File: src/rtl/atm_terminal_ctrl_if.sv
// Request/response channel between the ATM terminal controller (master) and the account core (slave).
interface atm_terminal_ctrl_if #(
    parameter int AMT_W = 10
) ();
    logic             req_valid;
    logic             req_ready;
    logic [1:0]       req_select;
    logic [3:0]       req_origin;
    logic [3:0]       req_purpose;
    logic [AMT_W-1:0] req_amount;
    logic             resp_valid;
    logic [1:0]       resp_result;
    logic [AMT_W-1:0] resp_balance;

    modport master (
        output req_valid, req_select, req_origin, req_purpose, req_amount,
        input  req_ready, resp_valid, resp_result, resp_balance
    );

    modport slave (
        input  req_valid, req_select, req_origin, req_purpose, req_amount,
        output req_ready, resp_valid, resp_result, resp_balance
    );
endinterface

File: src/rtl/atm_terminal_ctrl.sv
// ATM terminal controller: gathers keypad fields, issues one request to the account core,
// waits for the response with a timeout and holds the outcome for the display.
module atm_terminal_ctrl #(
    parameter int AMT_W       = 10,
    parameter int TIMEOUT_CYC = 1000,
    parameter int SHOW_CYC    = 16
) (
    input  logic             clk,
    input  logic             rst,
    input  logic             key_valid_i,
    input  logic [3:0]       key_code_i,
    atm_terminal_ctrl_if.master core_if,
    output logic             disp_valid_o,
    output logic [1:0]       disp_result_o,
    output logic [AMT_W-1:0] disp_balance_o,
    output logic             timeout_o,
    output logic             entry_err_o,
    output logic             busy_o
);
    localparam int CNT_MAX = (TIMEOUT_CYC > SHOW_CYC) ? TIMEOUT_CYC : SHOW_CYC;
    localparam int CNT_W   = $clog2(CNT_MAX + 1);
    localparam int AW4     = AMT_W + 4;
    localparam logic [CNT_W-1:0] TO_LAST   = CNT_W'(TIMEOUT_CYC - 1);
    localparam logic [CNT_W-1:0] SHOW_LAST = CNT_W'(SHOW_CYC - 1);

    typedef enum logic [2:0] {
        S_IDLE, S_GET_ORIG, S_GET_SEL, S_GET_AMT, S_GET_DEST, S_SEND, S_WAIT_RESP, S_SHOW
    } state_e;

    typedef struct packed {
        logic [3:0]       origin;
        logic             orig_set;
        logic [1:0]       select;
        logic [AMT_W-1:0] amount;
        logic [3:0]       purpose;
        logic             dest_set;
    } fields_t;

    state_e           state_q, state_d;
    fields_t          fields_q, fields_d;
    logic [CNT_W-1:0] timer_q, timer_d;
    logic [1:0]       disp_result_q, disp_result_d;
    logic [AMT_W-1:0] disp_balance_q, disp_balance_d;
    logic             timeout_q, timeout_d;
    logic             entry_err_q, entry_err_d;

    logic             key_digit, key_enter, key_cancel, key_wake, in_entry;
    logic [AW4-1:0]   amt_calc;
    logic             amt_ovf;

    assign key_digit  = key_valid_i && (key_code_i <= 4'd9);
    assign key_enter  = key_valid_i && (key_code_i == 4'd10);
    assign key_cancel = key_valid_i && (key_code_i == 4'd11);
    assign key_wake   = key_valid_i && (key_code_i <= 4'd11);
    assign in_entry   = (state_q == S_GET_ORIG) || (state_q == S_GET_SEL) ||
                        (state_q == S_GET_AMT)  || (state_q == S_GET_DEST);

    // Decimal shift-in is evaluated four bits wider so an overflowing digit can be rejected.
    assign amt_calc = AW4'(fields_q.amount) * AW4'(10) + AW4'(key_code_i);
    assign amt_ovf  = |amt_calc[AW4-1:AMT_W];

    always_ff @(posedge clk) begin
        if (rst) begin
            state_q        <= S_IDLE;
            fields_q       <= '0;
            timer_q        <= '0;
            disp_result_q  <= '0;
            disp_balance_q <= '0;
            timeout_q      <= 1'b0;
            entry_err_q    <= 1'b0;
        end else begin
            state_q        <= state_d;
            fields_q       <= fields_d;
            timer_q        <= timer_d;
            disp_result_q  <= disp_result_d;
            disp_balance_q <= disp_balance_d;
            timeout_q      <= timeout_d;
            entry_err_q    <= entry_err_d;
        end
    end

    always_comb begin
        state_d        = state_q;
        fields_d       = fields_q;
        timer_d        = timer_q;
        disp_result_d  = disp_result_q;
        disp_balance_d = disp_balance_q;
        timeout_d      = timeout_q;
        entry_err_d    = 1'b0;

        if (in_entry && key_cancel) begin
            fields_d = '0;
            state_d  = S_IDLE;
        end else begin
            case (state_q)
                S_IDLE: begin
                    if (key_wake) state_d = S_GET_ORIG;
                end
                S_GET_ORIG: begin
                    if (key_digit) begin
                        fields_d.origin   = key_code_i;
                        fields_d.orig_set = 1'b1;
                    end else if (key_enter) begin
                        if (fields_q.orig_set) state_d = S_GET_SEL;
                        else                   entry_err_d = 1'b1;
                    end
                end
                S_GET_SEL: begin
                    if (key_digit) begin
                        if (key_code_i >= 4'd1 && key_code_i <= 4'd3) fields_d.select = key_code_i[1:0];
                        else                                          entry_err_d = 1'b1;
                    end else if (key_enter) begin
                        state_d = (fields_q.select == 2'd1) ? S_SEND : S_GET_AMT;
                    end
                end
                S_GET_AMT: begin
                    if (key_digit) begin
                        if (amt_ovf) entry_err_d     = 1'b1;
                        else         fields_d.amount = amt_calc[AMT_W-1:0];
                    end else if (key_enter) begin
                        if (fields_q.amount == '0) entry_err_d = 1'b1;
                        else state_d = (fields_q.select == 2'd3) ? S_GET_DEST : S_SEND;
                    end
                end
                S_GET_DEST: begin
                    if (key_digit) begin
                        fields_d.purpose  = key_code_i;
                        fields_d.dest_set = 1'b1;
                    end else if (key_enter) begin
                        if (!fields_q.dest_set || fields_q.purpose == fields_q.origin) entry_err_d = 1'b1;
                        else state_d = S_SEND;
                    end
                end
                S_SEND: begin
                    if (core_if.req_ready) begin
                        state_d = S_WAIT_RESP;
                        timer_d = '0;
                    end
                end
                S_WAIT_RESP: begin
                    // A response arriving on the expiry cycle still takes priority over the timeout.
                    if (core_if.resp_valid) begin
                        disp_result_d  = core_if.resp_result;
                        disp_balance_d = core_if.resp_balance;
                        timeout_d      = 1'b0;
                        timer_d        = '0;
                        state_d        = S_SHOW;
                    end else if (timer_q == TO_LAST) begin
                        disp_result_d  = '0;
                        disp_balance_d = '0;
                        timeout_d      = 1'b1;
                        timer_d        = '0;
                        state_d        = S_SHOW;
                    end else begin
                        timer_d = timer_q + CNT_W'(1);
                    end
                end
                S_SHOW: begin
                    if (timer_q == SHOW_LAST) begin
                        fields_d       = '0;
                        disp_result_d  = '0;
                        disp_balance_d = '0;
                        timeout_d      = 1'b0;
                        timer_d        = '0;
                        state_d        = S_IDLE;
                    end else begin
                        timer_d = timer_q + CNT_W'(1);
                    end
                end
                default: state_d = S_IDLE;
            endcase
        end
    end

    assign core_if.req_valid   = (state_q == S_SEND);
    assign core_if.req_select  = fields_q.select;
    assign core_if.req_origin  = fields_q.origin;
    assign core_if.req_purpose = fields_q.purpose;
    assign core_if.req_amount  = fields_q.amount;

    assign disp_valid_o   = (state_q == S_SHOW);
    assign disp_result_o  = disp_result_q;
    assign disp_balance_o = disp_balance_q;
    assign timeout_o      = timeout_q;
    assign entry_err_o    = entry_err_q;
    assign busy_o         = (state_q != S_IDLE);
endmodule

File: src/flat_wrapper.sv
// flat-port wrapper written by rule: the top's interface ports become plain ports
module atm_terminal_ctrl_flat 
#(
    parameter int AMT_W       = 10,
    parameter int TIMEOUT_CYC = 1000,
    parameter int SHOW_CYC    = 16
)
  (clk, rst, key_valid_i, key_code_i, disp_valid_o, disp_result_o, disp_balance_o, timeout_o, entry_err_o, busy_o, core_if_req_valid, core_if_req_select, core_if_req_origin, core_if_req_purpose, core_if_req_amount, core_if_req_ready, core_if_resp_valid, core_if_resp_result, core_if_resp_balance);
  atm_terminal_ctrl_if #(.AMT_W(AMT_W)) core_if_i ();
  input  logic clk;
  input  logic rst;
  input  logic key_valid_i;
  input  logic [3:0] key_code_i;
  output logic disp_valid_o;
  output logic [1:0] disp_result_o;
  output logic [AMT_W-1:0] disp_balance_o;
  output logic timeout_o;
  output logic entry_err_o;
  output logic busy_o;
  output wire logic [$bits(core_if_i.req_valid)-1:0] core_if_req_valid;
  output wire logic [$bits(core_if_i.req_select)-1:0] core_if_req_select;
  output wire logic [$bits(core_if_i.req_origin)-1:0] core_if_req_origin;
  output wire logic [$bits(core_if_i.req_purpose)-1:0] core_if_req_purpose;
  output wire logic [$bits(core_if_i.req_amount)-1:0] core_if_req_amount;
  input wire logic [$bits(core_if_i.req_ready)-1:0] core_if_req_ready;
  input wire logic [$bits(core_if_i.resp_valid)-1:0] core_if_resp_valid;
  input wire logic [$bits(core_if_i.resp_result)-1:0] core_if_resp_result;
  input wire logic [$bits(core_if_i.resp_balance)-1:0] core_if_resp_balance;
  assign core_if_req_valid = core_if_i.req_valid;
  assign core_if_req_select = core_if_i.req_select;
  assign core_if_req_origin = core_if_i.req_origin;
  assign core_if_req_purpose = core_if_i.req_purpose;
  assign core_if_req_amount = core_if_i.req_amount;
  assign core_if_i.req_ready = core_if_req_ready;
  assign core_if_i.resp_valid = core_if_resp_valid;
  assign core_if_i.resp_result = core_if_resp_result;
  assign core_if_i.resp_balance = core_if_resp_balance;
  atm_terminal_ctrl #(.AMT_W(AMT_W), .TIMEOUT_CYC(TIMEOUT_CYC), .SHOW_CYC(SHOW_CYC)) u_core (.clk(clk), .rst(rst), .key_valid_i(key_valid_i), .key_code_i(key_code_i), .core_if(core_if_i), .disp_valid_o(disp_valid_o), .disp_result_o(disp_result_o), .disp_balance_o(disp_balance_o), .timeout_o(timeout_o), .entry_err_o(entry_err_o), .busy_o(busy_o));
endmodule
File: config.mk
export PLATFORM = sky130hd
export DESIGN_NAME = atm_terminal_ctrl_flat
export DESIGN_NICKNAME = d
export VERILOG_FILES = /design/src/rtl/atm_terminal_ctrl_if.sv /design/src/rtl/atm_terminal_ctrl.sv /design/src/flat_wrapper.sv
export SDC_FILE = /design/constraint.sdc
export NUM_CORES = 1
export LEC_CHECK = 0
export BUFFER_PORTS_ARGS = -buffer_cell sky130_fd_sc_hd__clkbuf_2
export CORE_AREA = 10 10 87 89
export DETAILED_ROUTE_END_ITERATION = 8
export DIE_AREA = 0 0 97 99
export GPL_TIMING_DRIVEN = 0
export PLACE_DENSITY = 0.76
export SLEW_MARGIN = 20
export SYNTH_ARGS = -nofsm -noshare
export SYNTH_HDL_FRONTEND = slang
export SYNTH_SLANG_ARGS = --single-unit
export TNS_END_PERCENT = 5
File: constraint.sdc
create_clock -name clk -period 3.7 [get_ports clk]
set_clock_uncertainty 0.2 [all_clocks]
set_input_delay 0 -clock clk [delete_from_list [all_inputs] [get_ports clk]]
set_output_delay 0 -clock clk [all_outputs]
set_load 0.1 [all_outputs]
# Word-level counts from Yosys, hierarchy flattened
# Cells that the tools add are included.
[totals]
inputBits = 21
out_inout_bits = 37
regBits = 49
[op_classes]
reduce_logical = 29
n_eq_ne = 35
mux = 59
mul = 1
bitwise = 1
n_addsub = 2
n_lt_le_gt_ge = 4
[op_table]
columns = ["operator", "count"]
rows = [
  ["two-way mux 10 bit", 9],
  ["two-way mux 3 bit", 17],
  ["case mux 10 bit (2 select lines)", 2],
  ["case mux 10 bit (3 select lines)", 1],
  ["inequality test 2 x 1 -> 1 bit (second input constant)", 12],
  ["case mux 3 bit (8 select lines)", 1],
  ["two-way mux 22 bit", 1],
  ["case mux 5 bit (2 select lines)", 2],
  ["two-way mux 1 bit", 16],
  ["inequality test 2 bit (second input constant)", 8],
  ["AND reduction 15 bit", 1],
  ["adder 14 x 4 -> 14 bit", 1],
  ["multiplier 10 x 3 -> 13 bit (second input constant)", 1],
  ["equality test 3 bit (second input constant)", 4],
  ["AND reduction 4 bit", 3],
  ["adder 10 x 1 -> 10 bit (second input constant)", 1],
  ["equality test 10 bit (second input constant)", 1],
  ["equality test 10 x 4 -> 1 bit (second input constant)", 1],
  ["logical NOT 10 bit", 1],
  ["two-way mux 2 bit", 5],
  ["nonzero test 2 bit", 5],
  ["AND reduction 3 bit", 3],
  ["equality test 4 bit (second input constant)", 2],
  ["less-or-equal comparator 4 bit (second input constant)", 2],
  ["20 further kinds", 31],
]

# Depth between registers and ports, before layout
# Gate-level depths: netlist of run 1.
[logic_depth]
ltp_word = 7
ltp_mapped = 10
depth_no_buf = 9

# Worst setup path after synthesis of run 1
# No wires, ideal clock.
[synth_timing]
kind = "register to register"
start = "reg u_core.fields_q, in the netlist u_core.core_if.req_amount[1]"
end = "reg u_core.fields_q, in the netlist u_core.core_if.req_amount[6]"
setup_time_ns = 0.072
t_arrival_ns = 2.855
stages_incl_launch_ff = 11
slack_ns = 0.573
path_buffers = 1
synth_period_minus_slack_ns = 3.127
cell_sequence = "dfxtp_1 -> ha_1 -> ha_1 -> fa_1 -> o211ai_1 -> or3_1 -> nor3b_2 -> nand4_1 -> a211oi_2 -> buf_6 -> mux2i_1"
[synth_between]
elab_chain_cells = 5
[synth_lines]
columns = ["element", "line", "source"]
rows = [
  ["start: declaration", "atm_terminal_ctrl.sv:40", "fields_t fields_q, fields_d;"],
  ["start signal: assignment", "atm_terminal_ctrl.sv:73", "fields_q <= fields_d;"],
  ["multiplier 10 x 3 -> 13 bit *", "atm_terminal_ctrl.sv:59", "assign amt_calc = AW4'(fields_q.amount) * AW4'(10) + AW4'(key_code_i);"],
  ["adder 14 x 4 -> 14 bit *", "atm_terminal_ctrl.sv:59", ""],
  ["OR reduction 4 bit or two-way mux 10 bit (tied branches)", "atm_terminal_ctrl.sv:60, atm_terminal_ctrl.sv:118", ""],
  ["inequality test 2 bit (no line) or two-way mux 10 bit (tied branches)", "n/a", ""],
  ["AND reduction 4 bit (no line) or case mux 10 bit (2 select lines) (tied branches)", "n/a", ""],
]
# Every way passes the cells marked *; elsewhere a longest branch is shown, timed or not. The select of a mux whose other input is x is not followed.
# A chain may end at the register's enable or synchronous reset.

# Final worst setup path of run 1
[layout_timing]
start = "reg u_core.timer_q[4]"
end = "reg u_core.disp_result_q[0] (netlist: u_core.disp_result_o[0])"
[layout_between]
elab_chain_cells = 3
[layout_lines]
columns = ["element", "line", "source"]
rows = [
  ["start: declaration", "atm_terminal_ctrl.sv:41", "logic [CNT_W-1:0] timer_q, timer_d;"],
  ["start signal: assignment", "atm_terminal_ctrl.sv:74", "timer_q <= timer_d;"],
  ["equality test 10 bit or equality test 10 x 4 -> 1 bit (tied branches)", "atm_terminal_ctrl.sv:148, atm_terminal_ctrl.sv:159", ""],
  ["inequality test 3 x 2 -> 1 bit (no line) or inequality test 2 x 1 -> 1 bit (tied branches)", "n/a", ""],
  ["AND reduction 4 bit (no line) *", "n/a", ""],
  ["end signal: assignment", "atm_terminal_ctrl.sv:75", "disp_result_q <= disp_result_d;"],
  ["end: declaration", "atm_terminal_ctrl.sv:42", "logic [1:0] disp_result_q, disp_result_d;"],
]
# Every way passes the cells marked *; elsewhere a longest branch is shown, timed or not.

==> run summary, run 1 <==
First drt pass iteration count: 5
Grt met3 use: 2.79%
Global-route wire length before repair: 14.1 mm
YS warnings: 0
FF+latch count, synth: 49
Final Power: 1280 uW
Finish-stage setup viols: 0
Most used DFF post-synth: dfxtp_1
Crit path launch: u_core.timer_q[4]
Register area share after synthesis: 30.4%
Layout Utilization: 67.2%
Drt total wl: 8.59 mm
GR Overflow Total: 0
Vias in the first global route: 3041
Syn_area_per_cell: 8.29 sq um
Layout cells sized above 1: 21.2%
Post-Syn Instances: 389
DP Cell Count: 519
Peak supply drop: 0.000304 V
Synthesized net count: 432
GR Layer Usage met2: 29.1%
Critical Path RT: 3750 ps
Hold Path Origin: key_valid_i
Effective utilization at floorplan: 55.1%
Multi-input gate area: 2000 sq um
Vias: 3128
Final std cells w/o fill: 551
Final period util: 98.0%
Share of the synthesized area in the top cell type: 30.4%
Root Driver: clkbuf_8
Post-synthesis cell area: 3220 sq um
Worst-case clock buffer depth: 2
Vias per cell: 5.68
HP Class: in2reg
Static leakage: 0.00169 uW
Kind of critical path: reg2reg
Fraction of registers with async set/reset: 0%
DRC: 0
Worst-margin pin slew: 606 ps
FF-to-FF path depth: 8
Die height: 99 um
Htree depth: 2
FF+latch area: 983 sq um
Setup ws final: 73.8 ps
Core Region: 5850 sq um
Critical Path End: u_core.disp_result_o[0]
Setup WS pre-CTS: 217 ps
TritonCTS buffer count: 5
Initial antenna violation count: 0
Largest net degree at the start of global routing: 16
DRT iter0 DRCs: 155
Met1 Use GR: 20.5%
Outcome: complete, no violations
Top cells by area, synth: dfxtp_1, ha_1, a21oi_1
Clk sink count: 49
Power density over the cells: 326 nW/um^2
Gpl congestion: 0.889
WHS: 82.1 ps
Area growth syn-to-layout: 21.9%
Critical Path Source Type: flop
Post-synth EDFFs: 0
CP Capture Type: flop
# Post-CTS Setup Buffers: 0
Crit Reg-Reg Endpoint: u_core.disp_result_o[0]
DP HPWL: 6.11 mm
Post-synth top area cell: dfxtp_1
Chip Width: 97 um
FMAX: 0.276 GHz
WL/cell: 15.6 um
CTS tree: done
Detail Route Antenna Nets: 0
Count leader, synth: dfxtp_1
Reg clk slew, reported paths: 100 ps
I/O pin count: 58
CP arrival: 3680 ps
Most frequent cells after synthesis: dfxtp_1, nand2_1, a21oi_1
Critical path fanouts, max: 10
# Max-Cap Violations: 0
Clk Latency, worst-skew pair: 310 ps
Reg2reg start: u_core.timer_q[4]
Fillers: 499
Max_slew headroom: 59.3%
Global router's overall resource usage: 16.8%
IO buf count: 55
Rows: 28
FF-to-FF setup slack: 70 ps
Final hold vios: 0
Final min period: 3630 ps
Post-layout nets: 518
Synth cell types: 60
Max-slew violations: 0
Grt peak-use layer: met2
Die ar.: 9600 sq um
Ant. Diodes: 0
## state kept, by name, indices dropped and copies added (netlist names)
name / count
u_core.disp_balance_o: 10
u_core.disp_result_o: 2
u_core.timeout_o: 1
u_core.core_if.req_purpose: 4
u_core.entry_err_o: 1
u_core.fields_q: 2
u_core.core_if.req_amount: 10
u_core.core_if.req_select: 2
u_core.core_if.req_origin: 4
u_core.state_q: 3
u_core.timer_q: 10
## report_power, final
part           switching [uW]  internal, uW
logic                     277           122
registers                13.7           543
clock network             192           135
total                     482           800
## placed cells by master (no fill, tap or decap), drive strengths merged, types with 4 or more instances in the layout
cell | netlist | routed
nand2 | 37 | 37
inv | 6 | 7
dlygate4sd3 | 0 | 24
o21ai | 7 | 7
and2 | 6 | 6
nand4 | 8 | 8
xor2 | 13 | 13
a21oi | 34 | 34
nand3 | 30 | 30
ha | 20 | 20
nand2b | 17 | 17
mux2i | 11 | 11
nor2 | 29 | 29
dfxtp | 49 | 49
nor3b | 4 | 4
nor2b | 5 | 5
nor3 | 8 | 8
xnor2 | 9 | 9
clkbuf | 11 | 73
a21o | 4 | 4
buf | 26 | 25
a211oi | 6 | 6
## repair_timing
item,in CTS,in global routing
hold buffers,24,0
hold endpoints to repair,23,0
resized for setup,0,4
setup endpoints to repair,0,6
## per-stage QoR
stage / setup TNS (ps) / area [sq um]
detailed placement: 0 / 3590
finish: 0 / 3930
floorplan: 0 / 3220
global route: -43.3 / 3930
CTS: 0 / 3920
global placement: 0 / 3590
## per-layer routing
metal / wire, um / up-vias
met2: 4150 / 95
li1: - / 1551
met5: 0 / -
met3: 440 / 18
met1: 3810 / 1464
met4: 189 / 0
## how the worst min path moves through the flow
stage,endpoint,cells after the start
floorplan,u_core.core_if.req_origin[1],2
global placement,u_core.disp_balance_o[3],3
detailed placement,u_core.disp_balance_o[3],3
CTS,u_core.state_q[1],4
global route,u_core.core_if.req_select[1],5
finish,u_core.core_if.req_select[0],5
## area by class of cell
class	instances	share of cell area [%]
clock inverters	2	0.350
well taps	75	2.39
inverters	6	0.573
flip-flops and latches	49	25.0
multi-input cells	297	50.9
repair buffers	79	13.1
clock buffers	6	1.85
plain buffers	37	5.83
## cell families (layout without fill, tap and decap cells)
kind of cell	Yosys count	count (layout)	synth area share, %
AO/OA/AOI/OAI	83	83	17.9
multiplexers	11	11	3.42
flip-flops	49	49	30.4
buffers and inverters	43	130	7.72
AND/OR/NAND/NOR	159	159	25.5
XOR/XNOR	22	22	5.98
adder cells (fa/ha/maj)	22	22	9.01
## critical path: stages, from the launching register on
cell and delay, ps:
dfxtp_1 380, or4_1 560, o41a_1 400, nor3_4 290, clkbuf_4 250, nand3_1 80
dlygate4sd3_1 580, a21oi_1 200, dlygate4sd3_1 610
No activity file was read; power rests on OpenSTA's default activity.
==> run 2: changes to the inputs <==
Settings changed: PLACE_DENSITY 0.76 to default, PLACE_DENSITY_LB_ADDON from default to 0.25.
==> run 2 against run 1 <==
Critical path depth unchanged; sequential share of layout area decreased by 0.10 points; global-route usage increased by 0.075 points; sequential power about the same; clock power decreased by 2%; hold slack got worse by 22 ps; largest power group unchanged; worst setup slack improved by 120 ps; die area unchanged; highest routed layer unchanged; flip-flop and latch count unchanged; non-clock buffer count increased by 2.
==> run summary, run 2 (same netlist as run 1, synthesis figures left out) <==
Die height: 99 um
Worst-case clock buffer depth: 2
Root Driver: clkbuf_8
First drt pass iteration count: 4
CP arrival: 3560 ps
Area growth syn-to-layout: 22.3%
Clk Latency, worst-skew pair: 310 ps
Global router's overall resource usage: 16.8%
Setup WS pre-CTS: 217 ps
RSZ-0062 raised after global routing: false
Final period util: 94.6%
Kind of critical path: reg2reg
Most frequent cells in the layout: clkbuf_2, dfxtp_1, nand2_1
Max_slew headroom: 60.4%
Htree depth: 2
Chip Width: 97 um
Die ar.: 9600 sq um
Setup ws final: 198 ps
Vias per cell: 5.58
Drt total wl: 8.32 mm
CTS tree: done
Max-slew violations: 0
Critical path fanouts, max: 10
Reg clk slew, reported paths: 90 ps
WL/cell: 15.0 um
I/O pin count: 58
FMAX: 0.286 GHz
Initial antenna violation count: 0
Critical Path RT: 3760 ps
HP Class: in2reg
CP Capture Type: flop
Fillers: 487
Effective utilization at floorplan: 55.1%
GR Overflow Total: 0
Gpl congestion: 0.864
CP top delay family: buffers and inverters
Clk sink count: 49
Power density over the cells: 323 nW/um^2
Layout cells sized above 1: 21.3%
IO buf count: 55
DRC: 0
Crit-path cells: or4_1 > o41a_1 > nor3_4 > buf_2 > nand3_1 > dlygate4sd3_1 > a21oi_1 > dlygate4sd3_1
Vias: 3085
Slowest stage delay, CP: 560 ps
Rows: 28
Worst-margin pin slew: 589 ps
Ant. Diodes: 0
Detail Route Antenna Nets: 0
Slowest cell on crit path: or4_1
Final hold vios: 0
Largest net degree at the start of global routing: 16
# Max-Cap Violations: 0
TritonCTS buffer count: 5
Core Region: 5850 sq um
Worst path most repeated cell: dlygate4sd3_1
Final min period: 3500 ps
Critical Path Source Type: flop
TNS Setup: 0 ps
Peak supply drop: 0.000281 V
Static leakage: 0.00170 uW
Most common cell after layout, fill and taps aside: clkbuf_2
Vias in the first global route: 2933
Outcome: complete, no violations
Global-route wire length before repair: 14.0 mm
DP HPWL: 6.06 mm
Post-layout nets: 520
DRT iter0 DRCs: 104
CP Buf/Inv Count: 3
Finish-stage setup viols: 0
run 2: power breakdown:
part           switching (uW)  internal [uW]
combinational             276            121
sequential               13.5            543
clock                     184            135
total                     473            800
run 2: layer usage:
layer | track usage (%) | wire, um | up-vias
met5 | 0 | 0 | -
met4 | 3.75 | 75 | 0
met3 | 4.05 | 429 | 9
met2 | 28.9 | 4030 | 78
met1 | 20.8 | 3780 | 1435
li1 | - | - | 1563
run 2: layout make-up:
cell class	count	area [sq um]	area share, %
multi-input cells	297	2000	50.7
flip-flops and latches	49	982	24.9
repair buffers	81	531	13.5
plain buffers	37	226	5.75
well taps	75	93.8	2.38
clock buffers	6	72.6	1.84
inverters	6	22.5	0.571
clock inverters	2	13.8	0.349
run 2: final timing paths:
kind | from | endpoint | slack, ps | cells after the start
worst max-delay path | u_core.timer_q[4] | u_core.disp_result_o[0] | 200 | 8
worst min register to register | u_core.disp_balance_o[4] | u_core.disp_balance_o[4] | 280 | 2
worst max register to register | u_core.timer_q[4] | u_core.disp_result_o[0] | 200 | 8
worst min-delay path | key_valid_i | u_core.core_if.req_select[1] | 60 | 5
run 2: worst min-delay path, stage by stage:
cell and delay (ps):
clkbuf_2 150, nand3_1 110, a21boi_2 80, mux2i_1 120
nor2_1 80
run 2: what timing repair did:
item,in CTS,in global routing
endpoints found under the hold margin,23,0
buffers inserted,0,2
resized for setup,0,2
hold buffers,24,0
endpoints found under the setup margin,0,5
run 2: metrics by stage:
step	power, uW	cell area, sq um	instances	utilization (%)	hold slack [ps]
6_report	1270	3940	553	67.4	60.5
3_3_place_gp	937	3590	519	61.4	40.0
5_1_grt	1340	3940	553	67.4	89.3
4_1_cts	1270	3920	551	67.0	59.3
3_5_place_dp	944	3590	519	61.4	49.6
2_1_floorplan	868	3220	389	-	-64.0
